$ cat config.mk
export PLATFORM = sky130hd
export DESIGN_NAME = speed_test_sequencer
export DESIGN_NICKNAME = d
export VERILOG_FILES = /design/src/rtl/speed_test_sequencer.sv
export SDC_FILE = /design/constraint.sdc
export NUM_CORES = 1
export LEC_CHECK = 0
export ABC_CLOCK_PERIOD_IN_PS = 4550
export CAP_MARGIN = 0
export CELL_PAD_IN_SITES_DETAIL_PLACEMENT = 1
export CELL_PAD_IN_SITES_GLOBAL_PLACEMENT = 1
export CORE_AREA = 5 5 146 148
export CTS_BUF_LIST = sky130_fd_sc_hd__clkbuf_16
export DETAILED_ROUTE_END_ITERATION = 10
export DIE_AREA = 0 0 151 153
export DONT_BUFFER_PORTS = 1
export GPL_TIMING_DRIVEN = 0
export PLACE_DENSITY_LB_ADDON = 0.3
export SYNTH_ARGS = -nofsm -noshare
export SYNTH_HDL_FRONTEND = slang
export SYNTH_SLANG_ARGS = --single-unit
$ cat constraint.sdc
create_clock -name clk -period 4.55 [get_ports clk]
set_input_delay 0.2275 -clock clk [delete_from_list [all_inputs] [get_ports clk]]
set_output_delay 0.2275 -clock clk [all_outputs]
set_load 0.02 [all_outputs]
$ cat src/rtl/speed_test_sequencer.sv
// Sequencer for the ring-oscillator speed test: arm, settle, fire, wait, read back
// two 24-bit counts through the byte-wide readout mux, then grade the result.
module speed_test_sequencer #(
  parameter int SETTLE_CYCLES = 2,
  parameter int WAIT_CYCLES   = 3,
  parameter int MIN_COUNT     = 10,
  parameter int MAX_DIFF      = 3
) (
  input  logic        clk,
  input  logic        nrst,
  input  logic        start,
  input  logic        abort,
  input  logic [7:0]  dut_out,
  output logic        dut_nrst,
  output logic        trig,
  output logic [2:0]  sel,
  output logic [1:0]  ring_en,
  output logic        busy,
  output logic        done,
  output logic        pass,
  output logic [2:0]  err_code,
  output logic [23:0] count0,
  output logic [23:0] count1
);

  typedef enum logic [3:0] {
    S_IDLE, S_ARM, S_SETTLE, S_FIRE, S_WAIT, S_RING_OFF, S_READ, S_EVAL, S_DONE
  } state_t;

  localparam logic [3:0]  SETTLE_LAST = 4'(SETTLE_CYCLES - 1);
  localparam logic [3:0]  WAIT_LAST   = 4'(WAIT_CYCLES - 1);
  localparam logic [23:0] MIN_C       = 24'(MIN_COUNT);
  localparam logic [24:0] MAX_D       = 25'(MAX_DIFF);

  state_t      state, state_nx;
  logic [3:0]  cnt;
  logic [2:0]  run_err, run_err_nx;
  logic [23:0] cap0, cap1;
  logic [24:0] diff;
  logic [2:0]  eval_err;
  logic [2:0]  rd_idx;

  always_comb begin
    state_nx   = state;
    run_err_nx = run_err;
    case (state)
      S_IDLE:     if (start) state_nx = S_ARM;
      S_ARM:      state_nx = S_SETTLE;
      S_SETTLE:   if (cnt == SETTLE_LAST) begin
                    if (dut_out[6]) begin
                      run_err_nx = 3'd1;
                      state_nx   = S_EVAL;
                    end else begin
                      state_nx = S_FIRE;
                    end
                  end
      S_FIRE:     if (cnt == 4'd1) state_nx = S_WAIT;
      S_WAIT:     if (cnt == WAIT_LAST) begin
                    if (!dut_out[6]) begin
                      run_err_nx = 3'd2;
                      state_nx   = S_EVAL;
                    end else begin
                      state_nx = S_RING_OFF;
                    end
                  end
      S_RING_OFF: state_nx = S_READ;
      S_READ:     if (cnt == 4'd11) state_nx = S_EVAL;
      S_EVAL:     state_nx = S_DONE;
      S_DONE:     state_nx = S_IDLE;
      default:    state_nx = S_IDLE;
    endcase
    // abort outranks every transition, including the one into DONE
    if (abort && state != S_IDLE) state_nx = S_IDLE;
  end

  // readout select skips 011: bytes 0..2 of count0 on 000..010, count1 on 100..110
  assign rd_idx = cnt[3:1];

  always_comb begin
    dut_nrst = (state != S_IDLE);
    trig     = (state == S_FIRE);
    busy     = (state != S_IDLE) && (state != S_DONE);
    done     = (state == S_DONE);
    ring_en  = (state == S_ARM || state == S_SETTLE || state == S_FIRE || state == S_WAIT)
               ? 2'b11 : 2'b00;
    if (state == S_IDLE)      sel = 3'b000;
    else if (state == S_READ) sel = (rd_idx >= 3'd3) ? rd_idx + 3'd1 : rd_idx;
    else                      sel = 3'b111;
  end

  always_comb begin
    diff = (cap0 >= cap1) ? ({1'b0, cap0} - {1'b0, cap1}) : ({1'b0, cap1} - {1'b0, cap0});
    if (run_err != 3'd0)  eval_err = run_err;
    else if (cap0 < MIN_C) eval_err = 3'd3;
    else if (cap1 < MIN_C) eval_err = 3'd4;
    else if (diff > MAX_D) eval_err = 3'd5;
    else if (!cap0[23])    eval_err = 3'd6;
    else if (!cap1[23])    eval_err = 3'd7;
    else                   eval_err = 3'd0;
  end

  // counts are staged in cap0/cap1 so an aborted read leaves the last results visible
  always_ff @(posedge clk or negedge nrst) begin
    if (!nrst) begin
      state    <= S_IDLE;
      cnt      <= '0;
      run_err  <= '0;
      cap0     <= '0;
      cap1     <= '0;
      pass     <= 1'b0;
      err_code <= '0;
      count0   <= '0;
      count1   <= '0;
    end else begin
      state <= state_nx;
      cnt   <= (state_nx != state) ? 4'd0 : cnt + 4'd1;
      if (state == S_IDLE && state_nx == S_ARM) begin
        run_err <= '0;
        pass    <= 1'b0;
      end else begin
        run_err <= run_err_nx;
      end
      if (state == S_READ && cnt[0]) begin
        case (rd_idx)
          3'd0:    cap0[7:0]   <= dut_out;
          3'd1:    cap0[15:8]  <= dut_out;
          3'd2:    cap0[23:16] <= dut_out;
          3'd3:    cap1[7:0]   <= dut_out;
          3'd4:    cap1[15:8]  <= dut_out;
          3'd5:    cap1[23:16] <= dut_out;
          default: ;
        endcase
      end
      if (state == S_EVAL && state_nx == S_DONE) begin
        err_code <= eval_err;
        pass     <= (eval_err == 3'd0);
        if (run_err == 3'd0) begin
          count0 <= cap0;
          count1 <= cap1;
        end
      end
    end
  end

endmodule

==> impl_metrics.ini <==
[placed_design]
io_buffers = 0
hpwl_um = 18800
place_area_um2 = 8130
globalplace.congestion = 0.904

[setup_path]
cp_max_fo = 6
crit_slowest_cell = a221oi_4
cp.arrival_ns = 4.29
start_kind = flop
path_buf_inv = 2
cp.required_ns = 4.81
critPathKind = flop to flop
path_cells = inv_1, ha_1, inv_1, fa_1, a21o_1, a21o_1, a221oi_4, o21bai_1, xnor2_1, a211oi_1, mux2i_1, a211oi_1, nand4b_1, a221oi_2
critPathCaptureType = flop
cp_top_family = compound AO/OA/AOI/OAI gates
critPathMaxStageDelay_ns = 0.47

[clocking]
cts_resized = 0
tritoncts = done
numCtsBuffers = 9
cts_max_level = 3
root_buffer = clkbuf_16
holdBufCountCts = 3
cts_sinks = 110
cts_buffer_depth = 2
clock_latency_ns = 0.35
clkSlewWorstSetupHoldPaths_ns = 0.07
post_cts_buffers = 0

[timing]
period_needed_ns = 4.03
rsz0062_at_grt = false
fmax_mhz = 248
fin_crit_sh_pct = 88.6
setup_violations = 0
tns_ns = 0
max_slew.worst_pin.slew_ns = 0.812
finClkSkew_ns = 0.0100
slew_violations = 0
holdWs_ns = 0.0246
relSlewSlack_pct = 45.8
hold_viol = 0

[global_route]
grt_overflow = 0
grt_max_degree = 111
grt_pass1_vias = 6498
track_usage_pct = 20.9
grt_pass1_wl_um = 37800
antenna_found_initial = 0

[detailed_routing]
drc = 0
routed_via_density = 5.74
drt-initial-drc-count = 311
first_pass_iters = 4
vias = 6266
drt-total-wl_um = 23800
ant_nets = 0
wire_per_inst_um = 21.8

[floorplanning]
fp.dieH_um = 153
die_area_um2 = 23100
row_count = 52
core_area_um2 = 19900
start_util_pct = 39.1
die_x_um = 151
num_io_pins = 73

[yosys]
synth.distinct_cells = 70
synthArstFlopShare_pct = 100
syn_area_um2 = 7790
yosysSeqAreaShare_pct = 35.3
synth-edff-count = 0
syn_nets = 874
syn_avg_cell_area_um2 = 9.70
synth_top_area_share_pct = 35.3
synth_flop_cell = dfrtp_1
ys_warn_count = 0
synth_top_area_cell = dfrtp_1
synth_seq_cells = 110
yosys-top-cells-area = dfrtp_1 35%, mux2_2 14%, ha_1 9.2%
postSynthCellCount = 803

[cells_and_area]
area_growth_pct = 8.58
antenna_cells = 0
fin_area_um2 = 8460
nets = 888
layout-drive-gt1-share_pct = 19.2

[pwr]
power_w = 0.00429
power_density_nw_per_um2 = 507
power_leakage_nw = 3.81
ir_drop_mv = 0.375

[run_status]
status = complete, no violations

[min_path]
worstHoldPathType = input port to flop

[flow_run]
max_cap_violations = 0
==> layout make-up <==
| class | count | area, µm² |
|---|---|---|
| Fill cell | 2329 | 11500 |
| Multi-Input combinational cell | 587 | 4580 |
| Sequential cell | 110 | 2750 |
| Tap cell | 270 | 338 |
| Inverter | 67 | 251 |
| Clock buffer | 9 | 225 |
| Buffer | 39 | 203 |
| Clock inverter | 7 | 57.6 |
| Timing Repair Buffer | 3 | 47.5 |
==> flip-flops by register name, summed over array words and instances (netlist names) <==
| register | flops |
|---|---|
| pass | 1 |
| cnt | 4 |
| run_err | 2 |
| state | 4 |
| count0 | 24 |
| count1 | 24 |
| cap0 | 24 |
| err_code | 3 |
| cap1 | 24 |
==> worst paths after layout <==
path                       slack, ns  cells past startpoint        from           to
hold reg to reg                 0.53                      1  run_err[0]  err_code[1]
setup reg to reg                0.52                     14     cap0[0]  err_code[1]
min in group asynchronous       0.44                      2        nrst    count0[6]
max in group asynchronous       3.65                      2        nrst   count0[15]
hold / removal                  0.02                      1  dut_out[5]     cap0[21]
setup / recovery                0.52                     14     cap0[0]  err_code[1]
==> synth_stat cells, drive strengths merged (3+ instances only) <==
master  count
dfrtp     110
nand2b      6
inv        67
nand2      52
and4b       3
a221oi      8
ha         57
a21o       18
o22ai       6
nor3b       5
nor4       16
o21a       13
o21ai      38
nor2b       3
or3         8
xor2        9
nor2       28
mux2       97
a31oi       7
a211oi     10
clkbuf     18
buf        21
and3        8
or2         7
nand4b      3
and2        3
nand4      18
xnor2      24
a21oi      60
o211ai      6
o21bai     10
nor3       23
nand3      10
or4         3
a311oi      3
==> kinds of logic after synthesis <==
kind of cell	share of synthesized area, %
simple gates	14.0
compound gates	17.3
flops	35.3
buf+inv	5.83
mux	14.2
fa+ha+maj	9.67
xor+xnor	3.71
==> placed cells by master (no fill, tap or decap), drive strengths merged, types with 9 or more instances in the layout <==
cell and instances:
ha 57, nand3 10, nor2 28, xor2 9, o21ai 38, buf 22, nand4 18, clkbuf 27
nand2 52, a21o 18, dfrtp 110, xnor2 24, inv 71, nor3 23, o21bai 10, o21a 13
nor4 16, a21oi 60, a211oi 10, mux2 97
==> stage by stage <==
stage	utilization [%]	worst slack [ns]	std cells
finish	42.5	0.517	1092
global route	42.5	0.335	1092
CTS	42.5	0.559	1092
detailed placement	40.8	0.557	1073
global placement	40.8	0.651	1073
floorplan	-	1.28	803
==> per-layer routing <==
layer  global-route usage, %  share of wire (%)
met5                       0                  0
met4                    4.66                1.7
met3                    2.52                2.5
met2                    35.2                 49
met1                    28.8                 46
==> power breakdown <==
part,internal (W),switching (W),leakage (nW)
clock,0.000380,0.000383,0.133
combinational,0.000751,0.00115,2.27
sequential,0.00120,0.000425,1.40
==> worst reg2reg max path: cells and delay by family, from the launching register on <==
kind | cells | cell delay, ns
AO/OA/AOI/OAI | 7 | 2.08
adder cells (fa/ha/maj) | 2 | 0.59
flip-flops | 1 | 0.45
AND/OR/NAND/NOR | 1 | 0.32
multiplexers | 1 | 0.20
buffers and inverters | 2 | 0.16
XOR/XNOR | 1 | 0.15
Note: power is estimated with default switching activity, not from simulation.
